## src/rtl/cp0_pkg.sv

```systemverilog
// cp0_pkg: shared definitions for the coprocessor-0 controller.
// Holds CP0 register numbers, exception codes, Status/Cause bit positions
// and the bit order of the WB exception vector {sys, mfc0, mtc0, eret}.
package cp0_pkg;

    localparam int unsigned DATA_W   = 32;
    localparam int unsigned REG_W    = 5;
    localparam int unsigned EXC_W    = 5;
    localparam int unsigned IM_W     = 8;
    localparam int unsigned IP_HW_W  = 6;
    localparam int unsigned IP_SW_W  = 2;

    // CP0 register numbers (rd field of mfc0/mtc0)
    localparam logic [REG_W-1:0] REG_COUNT   = 5'd9;
    localparam logic [REG_W-1:0] REG_COMPARE = 5'd11;
    localparam logic [REG_W-1:0] REG_STATUS  = 5'd12;
    localparam logic [REG_W-1:0] REG_CAUSE   = 5'd13;
    localparam logic [REG_W-1:0] REG_EPC     = 5'd14;

    // Exception codes
    localparam logic [EXC_W-1:0] EXC_INT = 5'h00;
    localparam logic [EXC_W-1:0] EXC_SYS = 5'h08;

    // Status bit positions
    localparam int unsigned ST_BEV   = 22;
    localparam int unsigned ST_IM_LO = 8;
    localparam int unsigned ST_EXL   = 1;
    localparam int unsigned ST_IE    = 0;

    // Cause bit positions
    localparam int unsigned CA_BD       = 31;
    localparam int unsigned CA_TI       = 30;
    localparam int unsigned CA_IP_HW_LO = 10;
    localparam int unsigned CA_IP_SW_LO = 8;
    localparam int unsigned CA_EXC_LO   = 2;

    // Exception vector of the WB instruction, MSB first
    typedef struct packed {
        logic sys;
        logic mfc0;
        logic mtc0;
        logic eret;
    } c0_exc_t;

endpackage

```

## src/rtl/cp0_ctrl_if.sv

```systemverilog
// cp0_ctrl_if: WB-stage bus between the pipeline and the CP0 controller.
// master: pipeline side (drives WB instruction info, receives flush/read data).
// slave : CP0 side.
//   c0_exception {sys,mfc0,mtc0,eret}, c0_int, c0_addr, c0_wdata, c0_wb_valid,
//   c0_wb_bd, c0_wb_pc, ext_int   -> towards CP0
//   c0_valid, c0_res, flush, flush_pc, int_pending -> towards pipeline
interface cp0_ctrl_if;
    import cp0_pkg::*;

    c0_exc_t             c0_exception;
    logic                c0_int;
    logic [REG_W-1:0]    c0_addr;
    logic [DATA_W-1:0]   c0_wdata;
    logic                c0_wb_valid;
    logic                c0_wb_bd;
    logic [DATA_W-1:0]   c0_wb_pc;
    logic [IP_HW_W-1:0]  ext_int;

    logic                c0_valid;
    logic [DATA_W-1:0]   c0_res;
    logic                flush;
    logic [DATA_W-1:0]   flush_pc;
    logic                int_pending;

    modport master (
        output c0_exception, c0_int, c0_addr, c0_wdata, c0_wb_valid,
               c0_wb_bd, c0_wb_pc, ext_int,
        input  c0_valid, c0_res, flush, flush_pc, int_pending
    );

    modport slave (
        input  c0_exception, c0_int, c0_addr, c0_wdata, c0_wb_valid,
               c0_wb_bd, c0_wb_pc, ext_int,
        output c0_valid, c0_res, flush, flush_pc, int_pending
    );

endinterface

```

## src/rtl/cp0_timer.sv

```systemverilog
// cp0_timer: Count/Compare timer with clock divider and timer-interrupt flag.
// Ports: clk, reset (sync, active-high), wr_count/wr_compare (committed mtc0
// strobes), wdata (mtc0 data), count/compare (register values), ti (timer
// interrupt, sticky until Compare is written).
module cp0_timer #(
    parameter int unsigned COUNT_DIV = 2
) (
    input  logic        clk,
    input  logic        reset,
    input  logic        wr_count,
    input  logic        wr_compare,
    input  logic [31:0] wdata,
    output logic [31:0] count,
    output logic [31:0] compare,
    output logic        ti
);

    localparam int unsigned DIV_W = (COUNT_DIV > 1) ? $clog2(COUNT_DIV) : 1;
    localparam logic [DIV_W-1:0] DIV_MAX = DIV_W'(COUNT_DIV - 1);

    logic [DIV_W-1:0] div_q;
    logic             tick;
    logic [31:0]      count_next;

    // Divider wrap and post-update Count; an mtc0 Count overrides the tick
    always_comb begin
        tick       = (div_q == DIV_MAX);
        count_next = count;
        if (wr_count) begin
            count_next = wdata;
        end else if (tick) begin
            count_next = count + 32'd1;
        end
    end

    always_ff @(posedge clk) begin
        if (reset) begin
            div_q   <= '0;
            count   <= '0;
            compare <= '0;
            ti      <= 1'b0;
        end else begin
            if (wr_count || tick) begin
                div_q <= '0;
            end else begin
                div_q <= DIV_W'(div_q + 1'b1);
            end
            count <= count_next;
            if (wr_compare) begin
                compare <= wdata;
            end
            // Compare write clears TI and wins over a coincident match
            if (wr_compare) begin
                ti <= 1'b0;
            end else if (count_next == compare) begin
                ti <= 1'b1;
            end
        end
    end

endmodule

```

## src/rtl/cp0_ctrl.sv

```systemverilog
// cp0_ctrl: coprocessor-0 controller beside the WB stage of the 5-stage MIPS
// pipeline. Owns Status, Cause, EPC (and Count/Compare with the timer),
// services mfc0/mtc0, sequences exception entry and eret, drives the
// pipeline flush/redirect and the interrupt-pending request.
// Ports: clk, reset (sync, active-high), bus (cp0_ctrl_if.slave).
// Build option: define CP0_TIMER_EN to implement Count/Compare/TI via
// cp0_timer; otherwise registers 9/11 read 0 and TI is constant 0.
module cp0_ctrl
    import cp0_pkg::*;
#(
    parameter logic [31:0] EX_ENTRY = 32'hBFC00380
`ifdef CP0_TIMER_EN
    ,
    parameter int unsigned COUNT_DIV = 2
`endif
) (
    input  logic       clk,
    input  logic       reset,
    cp0_ctrl_if.slave  bus
);

    c0_exc_t             exc;
    logic                ex;
    logic                er;
    logic                wr;
    logic                wr_status;
    logic                wr_cause;
    logic                wr_epc;
    logic [DATA_W-1:0]   epc_in;

    logic [IM_W-1:0]     im;
    logic                exl;
    logic                ie;
    logic                bd;
    logic [IP_HW_W-1:0]  ip_hw;
    logic [IP_SW_W-1:0]  ip_sw;
    logic [EXC_W-1:0]    exc_code;
    logic [DATA_W-1:0]   epc;
    logic                ti;

    logic [DATA_W-1:0]   status_rd;
    logic [DATA_W-1:0]   cause_rd;
    logic [DATA_W-1:0]   rd_data;

    // Event decode; exception outranks eret and mtc0 on the same instruction
    always_comb begin
        exc       = bus.c0_exception;
        ex        = bus.c0_wb_valid & (bus.c0_int | exc.sys);
        er        = bus.c0_wb_valid & exc.eret & ~ex;
        wr        = bus.c0_wb_valid & exc.mtc0 & ~ex;
        wr_status = wr & (bus.c0_addr == REG_STATUS);
        wr_cause  = wr & (bus.c0_addr == REG_CAUSE);
        wr_epc    = wr & (bus.c0_addr == REG_EPC);
        epc_in    = bus.c0_wb_bd ? DATA_W'(bus.c0_wb_pc - 32'd4) : bus.c0_wb_pc;
    end

`ifdef CP0_TIMER_EN
    logic [DATA_W-1:0] count;
    logic [DATA_W-1:0] compare;

    cp0_timer #(
        .COUNT_DIV (COUNT_DIV)
    ) u_timer (
        .clk        (clk),
        .reset      (reset),
        .wr_count   (wr & (bus.c0_addr == REG_COUNT)),
        .wr_compare (wr & (bus.c0_addr == REG_COMPARE)),
        .wdata      (bus.c0_wdata),
        .count      (count),
        .compare    (compare),
        .ti         (ti)
    );
`else
    assign ti = 1'b0;
`endif

    // Privileged state commit
    always_ff @(posedge clk) begin
        if (reset) begin
            im       <= '0;
            exl      <= 1'b0;
            ie       <= 1'b0;
            bd       <= 1'b0;
            ip_hw    <= '0;
            ip_sw    <= '0;
            exc_code <= '0;
            epc      <= '0;
        end else begin
            // Hardware interrupt lines (IP7 shares with the timer) sampled every cycle
            ip_hw <= {bus.ext_int[5] | ti, bus.ext_int[4:0]};

            if (ex) begin
                exl      <= 1'b1;
                exc_code <= bus.c0_int ? EXC_INT : EXC_SYS;
            end else if (er) begin
                exl <= 1'b0;
            end else if (wr_status) begin
                exl <= bus.c0_wdata[ST_EXL];
            end

            // A nested exception keeps the original EPC/BD
            if (ex && !exl) begin
                epc <= epc_in;
                bd  <= bus.c0_wb_bd;
            end else if (wr_epc) begin
                epc <= bus.c0_wdata;
            end

            if (wr_status) begin
                im <= bus.c0_wdata[ST_IM_LO +: IM_W];
                ie <= bus.c0_wdata[ST_IE];
            end

            if (wr_cause) begin
                ip_sw <= bus.c0_wdata[CA_IP_SW_LO +: IP_SW_W];
            end
        end
    end

    // Architectural views of Status/Cause and the mfc0 read mux
    always_comb begin
        status_rd                     = '0;
        status_rd[ST_BEV]             = 1'b1;
        status_rd[ST_IM_LO +: IM_W]   = im;
        status_rd[ST_EXL]             = exl;
        status_rd[ST_IE]              = ie;

        cause_rd                          = '0;
        cause_rd[CA_BD]                   = bd;
        cause_rd[CA_TI]                   = ti;
        cause_rd[CA_IP_HW_LO +: IP_HW_W]  = ip_hw;
        cause_rd[CA_IP_SW_LO +: IP_SW_W]  = ip_sw;
        cause_rd[CA_EXC_LO +: EXC_W]      = exc_code;

        case (bus.c0_addr)
            REG_STATUS:  rd_data = status_rd;
            REG_CAUSE:   rd_data = cause_rd;
            REG_EPC:     rd_data = epc;
`ifdef CP0_TIMER_EN
            REG_COUNT:   rd_data = count;
            REG_COMPARE: rd_data = compare;
`endif
            default:     rd_data = '0;
        endcase
    end

    // Outputs are combinational; held at their idle values while in reset
    assign bus.c0_valid    = ~reset & bus.c0_wb_valid & exc.mfc0 & ~ex;
    assign bus.c0_res      = reset ? '0 : rd_data;
    assign bus.flush       = ~reset & (ex | er);
    assign bus.flush_pc    = (reset | ex) ? EX_ENTRY : epc;
    assign bus.int_pending = ~reset & ie & ~exl & (|({ip_hw, ip_sw} & im));

endmodule

```

## src/flat_wrapper.sv

```systemverilog
// flat-port wrapper written by rule: the top's interface ports become plain ports
module cp0_ctrl_flat import cp0_pkg::*;
#(
    parameter logic [31:0] EX_ENTRY = 32'hBFC00380

)
  (clk, reset, bus_c0_exception, bus_c0_int, bus_c0_addr, bus_c0_wdata, bus_c0_wb_valid, bus_c0_wb_bd, bus_c0_wb_pc, bus_ext_int, bus_c0_valid, bus_c0_res, bus_flush, bus_flush_pc, bus_int_pending);
  cp0_ctrl_if bus_i ();
  input  logic clk;
  input  logic reset;
  input wire logic [$bits(bus_i.c0_exception)-1:0] bus_c0_exception;
  input wire logic [$bits(bus_i.c0_int)-1:0] bus_c0_int;
  input wire logic [$bits(bus_i.c0_addr)-1:0] bus_c0_addr;
  input wire logic [$bits(bus_i.c0_wdata)-1:0] bus_c0_wdata;
  input wire logic [$bits(bus_i.c0_wb_valid)-1:0] bus_c0_wb_valid;
  input wire logic [$bits(bus_i.c0_wb_bd)-1:0] bus_c0_wb_bd;
  input wire logic [$bits(bus_i.c0_wb_pc)-1:0] bus_c0_wb_pc;
  input wire logic [$bits(bus_i.ext_int)-1:0] bus_ext_int;
  output wire logic [$bits(bus_i.c0_valid)-1:0] bus_c0_valid;
  output wire logic [$bits(bus_i.c0_res)-1:0] bus_c0_res;
  output wire logic [$bits(bus_i.flush)-1:0] bus_flush;
  output wire logic [$bits(bus_i.flush_pc)-1:0] bus_flush_pc;
  output wire logic [$bits(bus_i.int_pending)-1:0] bus_int_pending;
  assign bus_i.c0_exception = bus_c0_exception;
  assign bus_i.c0_int = bus_c0_int;
  assign bus_i.c0_addr = bus_c0_addr;
  assign bus_i.c0_wdata = bus_c0_wdata;
  assign bus_i.c0_wb_valid = bus_c0_wb_valid;
  assign bus_i.c0_wb_bd = bus_c0_wb_bd;
  assign bus_i.c0_wb_pc = bus_c0_wb_pc;
  assign bus_i.ext_int = bus_ext_int;
  assign bus_c0_valid = bus_i.c0_valid;
  assign bus_c0_res = bus_i.c0_res;
  assign bus_flush = bus_i.flush;
  assign bus_flush_pc = bus_i.flush_pc;
  assign bus_int_pending = bus_i.int_pending;
  cp0_ctrl #(.EX_ENTRY(EX_ENTRY)) u_core (.clk(clk), .reset(reset), .bus(bus_i));
endmodule
```

## config.mk

```make
export PLATFORM = sky130hd
export DESIGN_NAME = cp0_ctrl_flat
export DESIGN_NICKNAME = d
export VERILOG_FILES = /design/src/rtl/cp0_pkg.sv /design/src/rtl/cp0_ctrl_if.sv /design/src/rtl/cp0_timer.sv /design/src/rtl/cp0_ctrl.sv /design/src/flat_wrapper.sv
export SDC_FILE = /design/constraint.sdc
export NUM_CORES = 1
export LEC_CHECK = 0
export BUFFER_PORTS_ARGS = -buffer_cell sky130_fd_sc_hd__clkbuf_2
export CAP_MARGIN = 5
export CELL_PAD_IN_SITES_DETAIL_PLACEMENT = 1
export CELL_PAD_IN_SITES_GLOBAL_PLACEMENT = 1
export CORE_AREA = 3 3 102 104
export DETAILED_ROUTE_END_ITERATION = 10
export DIE_AREA = 0 0 105 107
export PLACE_DENSITY_LB_ADDON = 0.1
export SKIP_LAST_GASP = 1
export SLEW_MARGIN = 20
export SYNTH_ARGS = -nofsm -noshare
export SYNTH_HDL_FRONTEND = slang
export SYNTH_SLANG_ARGS = --single-unit
```

## constraint.sdc

```tcl
create_clock -name clk -period 4.79 [get_ports clk]
set_input_delay 0.479 -clock clk [delete_from_list [all_inputs] [get_ports clk]]
set_output_delay 0.479 -clock clk [all_outputs]
set_load 0.005 [all_outputs]
```

## Word level (Yosys, flattened, before mapping)

Index checks and enable logic that the tools add are counted.

| storage, ports and cells | value |
|---|---|
| ROM bits | 0 |
| bits in latches | 0 |
| memories | 0 |
| bits in writable memories | 0 |
| bits in registers | 56 |

| cells by class | value |
|---|---|
| order comparisons | 0 |
| reduce and logical (&&, ||, !) cells | 5 |
| div/mod/pow operators | 0 |
| multiply operators | 0 |
| $add $sub $neg | 1 |
| equal/unequal tests | 3 |
| bitwise gates (word level) | 22 |
| shift-type cells | 0 |
| mux-type cells | 10 |

Operators by type and width:

| operator | count |
|---|---|
| $mux 32 | 5 |
| $pmux 32 s3 | 1 |
| $sub 32x3->32 const B | 1 |
| $and 1x1->1 | 15 |
| $eq 5x4->1 const B | 3 |
| $and 8x8->8 | 1 |
| $reduce_or 8->1 | 1 |
| $mux 4 | 1 |
| $mux 1 | 3 |
| $not 1->1 | 3 |
| $or 1x1->1 | 3 |
| $reduce_bool 3->1 | 1 |
| $reduce_bool 2->1 | 1 |
| $logic_and 1x1->1 | 1 |
| $logic_not 1->1 | 1 |

## Depth between registers and ports, before layout

| depth | value |
|---|---|
| word-level depth | 8 |
| depth in mapped cells | 8 |
| gate-level depth less buffers | 7 |

## Worst setup path before layout

Ideal clock, no wire load.

| timing | value |
|---|---|
| path kind | input -> output |
| from | input port bus_c0_addr[0] |
| to | output port bus_c0_res[16] |
| stages | 6 |
| data required time | 4.311 ns |
| arrival time | 1.654 ns |
| buffers on the path | 2 |
| slack | 2.657 ns |
| cells stage by stage | nor4bb_1 > clkbuf_1 > nand2b_1 > nor2_1 > clkbuf_1 > and2_1 |

| between the ends | value |
|---|---|
| cells in the longest elaborated chain, start to end | 3 |
| elaborated cells on any way between the ends | 5 |
| classes of those cells | eq/ne (3); mux (2) |

Ends and longest elaborated chain:

| item | line | RTL |
|---|---|---|
| from (decl) | flat_wrapper.sv:13 | `input wire logic [$bits(bus_i.c0_addr)-1:0] bus_c0_addr;` |
| $eq 5x4->1 | cp0_ctrl.sv:135 | `case (bus.c0_addr)` |
| $pmux 32 s3 * | cp0_ctrl.sv:135 |  |
| $mux 32 * | cp0_ctrl.sv:149 | `assign bus.c0_res = reset ? '0 : rd_data;` |
| to (decl) | flat_wrapper.sv:20 | `output wire logic [$bits(bus_i.c0_res)-1:0] bus_c0_res;` |

Every way passes the cells marked *; elsewhere a longest branch is shown, timed or not.

## Worst setup path after layout

| timing | value |
|---|---|
| from | input port reset |
| to | output port bus_c0_res[7] |

| between the ends | value |
|---|---|
| cells in the longest elaborated chain, start to end | 1 |

Ends and longest elaborated chain:

| item | line | RTL |
|---|---|---|
| from (decl) | flat_wrapper.sv:10 | `input logic reset;` |
| $mux 32 | cp0_ctrl.sv:149 |  |

No other way between the ends.

==> flow_summary.html <==
<table>
<tr><th>Metric</th><th>Value</th></tr>
<tr><th colspan="2">Run status</th></tr>
<tr><td>Status</td><td>finished, final reports clean</td></tr>
<tr><th colspan="2">Routing</th></tr>
<tr><td>Wire per inst</td><td>17.7 µm</td></tr>
<tr><td>Remaining routing DRC violations</td><td>0</td></tr>
<tr><td>Total number of vias</td><td>3628</td></tr>
<tr><td>ANT nets after route</td><td>0</td></tr>
<tr><td>Drt via density</td><td>5.22</td></tr>
<tr><td>Iteration count of the initial detailed-routing pass</td><td>4</td></tr>
<tr><td>Initial DRC Count</td><td>125</td></tr>
<tr><td>Routed wire length</td><td>12300 µm</td></tr>
<tr><th colspan="2">STA</th></tr>
<tr><td>Worst slew pin tran</td><td>0.981 ns</td></tr>
<tr><td>Max-slew violation count</td><td>0</td></tr>
<tr><td>Number of endpoints with negative hold slack in the final report</td><td>0</td></tr>
<tr><td>Highest Clock Rate</td><td>356 MHz</td></tr>
<tr><td>Unrepaired setup endpoints after global routing</td><td>false</td></tr>
<tr><td>Final min period</td><td>2.81 ns</td></tr>
<tr><td>Number of setup violations in the final report</td><td>0</td></tr>
<tr><td>Post-Route Setup TNS</td><td>0 ns</td></tr>
<tr><td>Post-route clock skew</td><td>0.0104 ns</td></tr>
<tr><td>Worst slew margin relative to its limit</td><td>0.344</td></tr>
<tr><td>Final Cycle Share</td><td>0.586</td></tr>
<tr><th colspan="2">Clock tree</th></tr>
<tr><td>Library cell used as clock root buffer</td><td>clkbuf_8</td></tr>
<tr><td>Clock Pin Slew Worst Setup and Hold Paths</td><td>0.10 ns</td></tr>
<tr><td>Count of cells resized by post-cts repair</td><td>0</td></tr>
<tr><td>CTS sink count</td><td>52</td></tr>
<tr><td>TritonCTS clock tree</td><td>yes</td></tr>
<tr><td>Clock latency of the later-clocked register in the worst-skew pair</td><td>0.30 ns</td></tr>
<tr><td>H-tree levels</td><td>2</td></tr>
<tr><td>Number of setup buffers added after CTS</td><td>0</td></tr>
<tr><td>Clock Path Buffers</td><td>2</td></tr>
<tr><td>Number of buffers added by the clock tree synthesis step</td><td>5</td></tr>
<tr><td>Count of hold-fix buffers inserted at cts</td><td>0</td></tr>
<tr><th colspan="2">Critical path</th></tr>
<tr><td>Setup crit start kind</td><td>input pin</td></tr>
<tr><td>Critical path cell sequence</td><td>clkbuf_2 &gt; nand2b_1 &gt; nor2_1 &gt; buf_4 &gt; and2_1 &gt; clkbuf_2</td></tr>
<tr><td>Arrival @ worst endpoint</td><td>2.33 ns</td></tr>
<tr><td>Worst path slowest cell</td><td>clkbuf_2</td></tr>
<tr><td>Top fanout value on the critical path</td><td>39</td></tr>
<tr><td>Worst setup path category</td><td>input pin to primary output</td></tr>
<tr><td>Worst path max stage delay</td><td>0.44 ns</td></tr>
<tr><td>Required time at the worst-slack endpoint</td><td>4.31 ns</td></tr>
<tr><td>Critical path's top delay family</td><td>simple AND/OR/NAND/NOR gates</td></tr>
<tr><td>Cell repeated most along the worst path</td><td>clkbuf_2</td></tr>
<tr><td>Element type at the critical path end</td><td>primary output</td></tr>
<tr><td>Buffers &amp; Inverters on Critical Path</td><td>3</td></tr>
<tr><th colspan="2">Placed design</th></tr>
<tr><td>Gpl congestion</td><td>0.787</td></tr>
<tr><td>Number of I/O port buffers</td><td>150</td></tr>
<tr><td>Post-Place Cells</td><td>687</td></tr>
<tr><td>Detailed-placement wirelength estimate</td><td>9530 µm</td></tr>
<tr><th colspan="2">Synth</th></tr>
<tr><td>Yosys warning count</td><td>0</td></tr>
<tr><td>Register area share after synthesis</td><td>0.307</td></tr>
<tr><td>Mean cell area of the mapped netlist</td><td>7.90 µm²</td></tr>
<tr><td>Most instantiated flip-flop cell in the synthesis netlist</td><td>dfxtp_1</td></tr>
<tr><td>Flop and latch count out of synthesis</td><td>52</td></tr>
<tr><td>Summed instance area of the synthesized netlist</td><td>3390 µm²</td></tr>
<tr><td>Asr flop ratio synth</td><td>0</td></tr>
<tr><td>Synthesized netlist cell count</td><td>429</td></tr>
<tr><td>Number of enable flip-flop cells after synthesis</td><td>0</td></tr>
<tr><td>Post-Syn Nets</td><td>514</td></tr>
<tr><td>Cell variety after synth</td><td>54</td></tr>
<tr><th colspan="2">Worst hold path</th></tr>
<tr><td>Class of the tightest hold or removal check</td><td>input pin to flop</td></tr>
<tr><th colspan="2">Floorplanning</th></tr>
<tr><td>Die width</td><td>105 µm</td></tr>
<tr><td>Die area</td><td>11200 µm²</td></tr>
<tr><td>Site row count</td><td>36</td></tr>
<tr><td>Starting density of the core</td><td>0.352</td></tr>
<tr><td>IO Count</td><td>151</td></tr>
<tr><td>CORE AREA</td><td>9640 µm²</td></tr>
<tr><td>DIE HEIGHT</td><td>107 µm</td></tr>
<tr><th colspan="2">Cells and area</th></tr>
<tr><td>Fraction of layout instances using a drive strength above 1</td><td>0.347</td></tr>
<tr><td>Count of antenna diodes in the layout</td><td>0</td></tr>
<tr><td>Fill cell instance count of the final layout</td><td>1269</td></tr>
<tr><td>Layout Area Growth over Synthesis</td><td>26.8%</td></tr>
<tr><td>Final #Nets</td><td>646</td></tr>
<tr><td>Final cell utilization of the core</td><td>0.446</td></tr>
<tr><td>Final Non-Filler Cells</td><td>695</td></tr>
<tr><th colspan="2">Global routing</th></tr>
<tr><td>Overall overflow remaining after global route</td><td>0</td></tr>
<tr><td>Number of global-route vias before repair</td><td>3713</td></tr>
<tr><td>Maximum number of pins on one net before global-route repair</td><td>40</td></tr>
<tr><td>First-pass GRT wire length</td><td>19700 µm</td></tr>
<tr><td>Number of antenna violations at the first check in global routing</td><td>0</td></tr>
<tr><td>Overall global routing resource usage</td><td>0.217</td></tr>
<tr><th colspan="2">Pwr</th></tr>
<tr><td>Leak</td><td>0.00179 µW</td></tr>
<tr><td>Pwr per Cell Area</td><td>219 nW/µm²</td></tr>
<tr><td>IR drop worst, VDD</td><td>0.121 mV</td></tr>
<tr><th colspan="2">Run</th></tr>
<tr><td>Number of max-cap violations</td><td>0</td></tr>
</table>
[layout by cell type, fill, tap and decap left out, types with 8 or more instances in the layout]
cell / instances
nor4_1: 11
nor2_1: 40
xnor2_1: 22
nor3_1: 9
o22ai_1: 9
nand2_1: 53
mux2i_1: 9
mux2_2: 8
dfxtp_1: 52
nand3_1: 8
a21oi_1: 26
or3_1: 14
a22oi_1: 16
nor2b_1: 9
clkbuf_2: 150
and2_1: 38
[synth_stat cells (2+ instances only)]
cell / n / area (µm²)
nor3_1: 9 / 45.0
nor2b_1: 9 / 56.3
a311oi_1: 4 / 35.0
inv_1: 4 / 15.0
mux2_2: 8 / 90.1
buf_1: 2 / 7.51
or2_2: 2 / 12.5
a22oi_1: 16 / 120
nand4_2: 2 / 25.0
or3_2: 2 / 15.0
and2_1: 38 / 238
a221oi_1: 5 / 43.8
or3_1: 14 / 87.6
nor4_1: 11 / 68.8
a21oi_1: 26 / 130
o31a_1: 2 / 17.5
mux2i_1: 9 / 90.1
nand3_1: 8 / 40.0
buf_6: 2 / 22.5
a21o_1: 2 / 15.0
xnor2_1: 22 / 193
clkbuf_1: 19 / 71.3
a31o_2: 2 / 17.5
nor2_1: 41 / 154
and3_1: 4 / 25.0
nor4_4: 2 / 42.5
dfxtp_1: 52 / 1040
clkbuf_8: 4 / 55.1
o21ai_0: 5 / 25.0
nand2b_1: 3 / 18.8
nand4_1: 2 / 12.5
o22ai_1: 9 / 56.3
xor2_1: 3 / 26.3
a32oi_1: 2 / 17.5
a211oi_1: 5 / 37.5
nand2_1: 53 / 199
a31oi_1: 5 / 31.3
o31a_2: 2 / 20.0
buf_2: 4 / 20.0
[layer usage]
layer	track usage	part of all wire	vias up
met3	0.0427	0.058	8
li1	-	-	1788
met5	0	0	-
met1	0.300	0.48	1715
met2	0.351	0.46	117
met4	0.0440	0.0081	0
[stage by stage]
stage	area [µm²]	hold slack, ns	total power (µW)	setup slack (ns)
final	4300	0.376	941	1.98
after global routing	4300	0.378	990	1.79
after CTS	4290	0.374	948	1.85
after detailed placement	4190	0.468	679	1.86
after global placement	4190	0.453	674	1.98
after floorplan	3390	0.436	582	2.66
[sequential cells by signal, indices dropped and copies added, names as in the netlist]
name / flops
u_core.im: 8
u_core.exl: 1
u_core.epc: 32
u_core.bd: 1
u_core.ip_hw: 6
u_core.exc_code: 1
u_core.ie: 1
u_core.ip_sw: 2
[kinds of logic (layout without fill, tap and decap cells)]
group,Yosys count,count (layout),synth area share
AO/OA/AOI/OAI,88,88,0.176
XOR/XNOR,25,25,0.0646
adder cells (fa/ha/maj),1,1,0.00369
multiplexers,17,17,0.0531
buffers and inverters,35,168,0.0565
flip-flops,52,52,0.307
AND/OR/NAND/NOR,211,211,0.339
[where the power goes]
group	internal, µW	switching [µW]	leakage, µW
combinational	85.3	107	0.00132
clock	117	154	0.0000434
sequential	457	20.7	0.000427
total	660	281	0.00179
[worst paths after layout]
check / start / depth (start not counted) / to / slack [ns]
worst min-delay path: bus_ext_int[3] / 2 / u_core.ip_hw[3]$_SDFF_PP0_ / 0.38
worst min register to register: u_core.epc[4]$_SDFFE_PP0P_ / 2 / u_core.epc[4]$_SDFFE_PP0P_ / 0.48
worst max-delay path: reset / 6 / bus_c0_res[7] / 1.98
worst max register to register: u_core.exl$_SDFFE_PP0P_ / 4 / u_core.epc[15]$_SDFFE_PP0P_ / 3.20
[final cells by class]
cell class | count | area, µm² | share of cell area
clock inverters | 2 | 15.0 | 0.00349
multi-input cells | 342 | 2180 | 0.508
clock buffers | 6 | 82.6 | 0.0192
flip-flops and latches | 52 | 1040 | 0.242
repair buffers | 156 | 796 | 0.185
well taps | 133 | 166 | 0.0387
inverters | 4 | 15.0 | 0.00349
No activity file was read; power rests on OpenSTA's default activity.
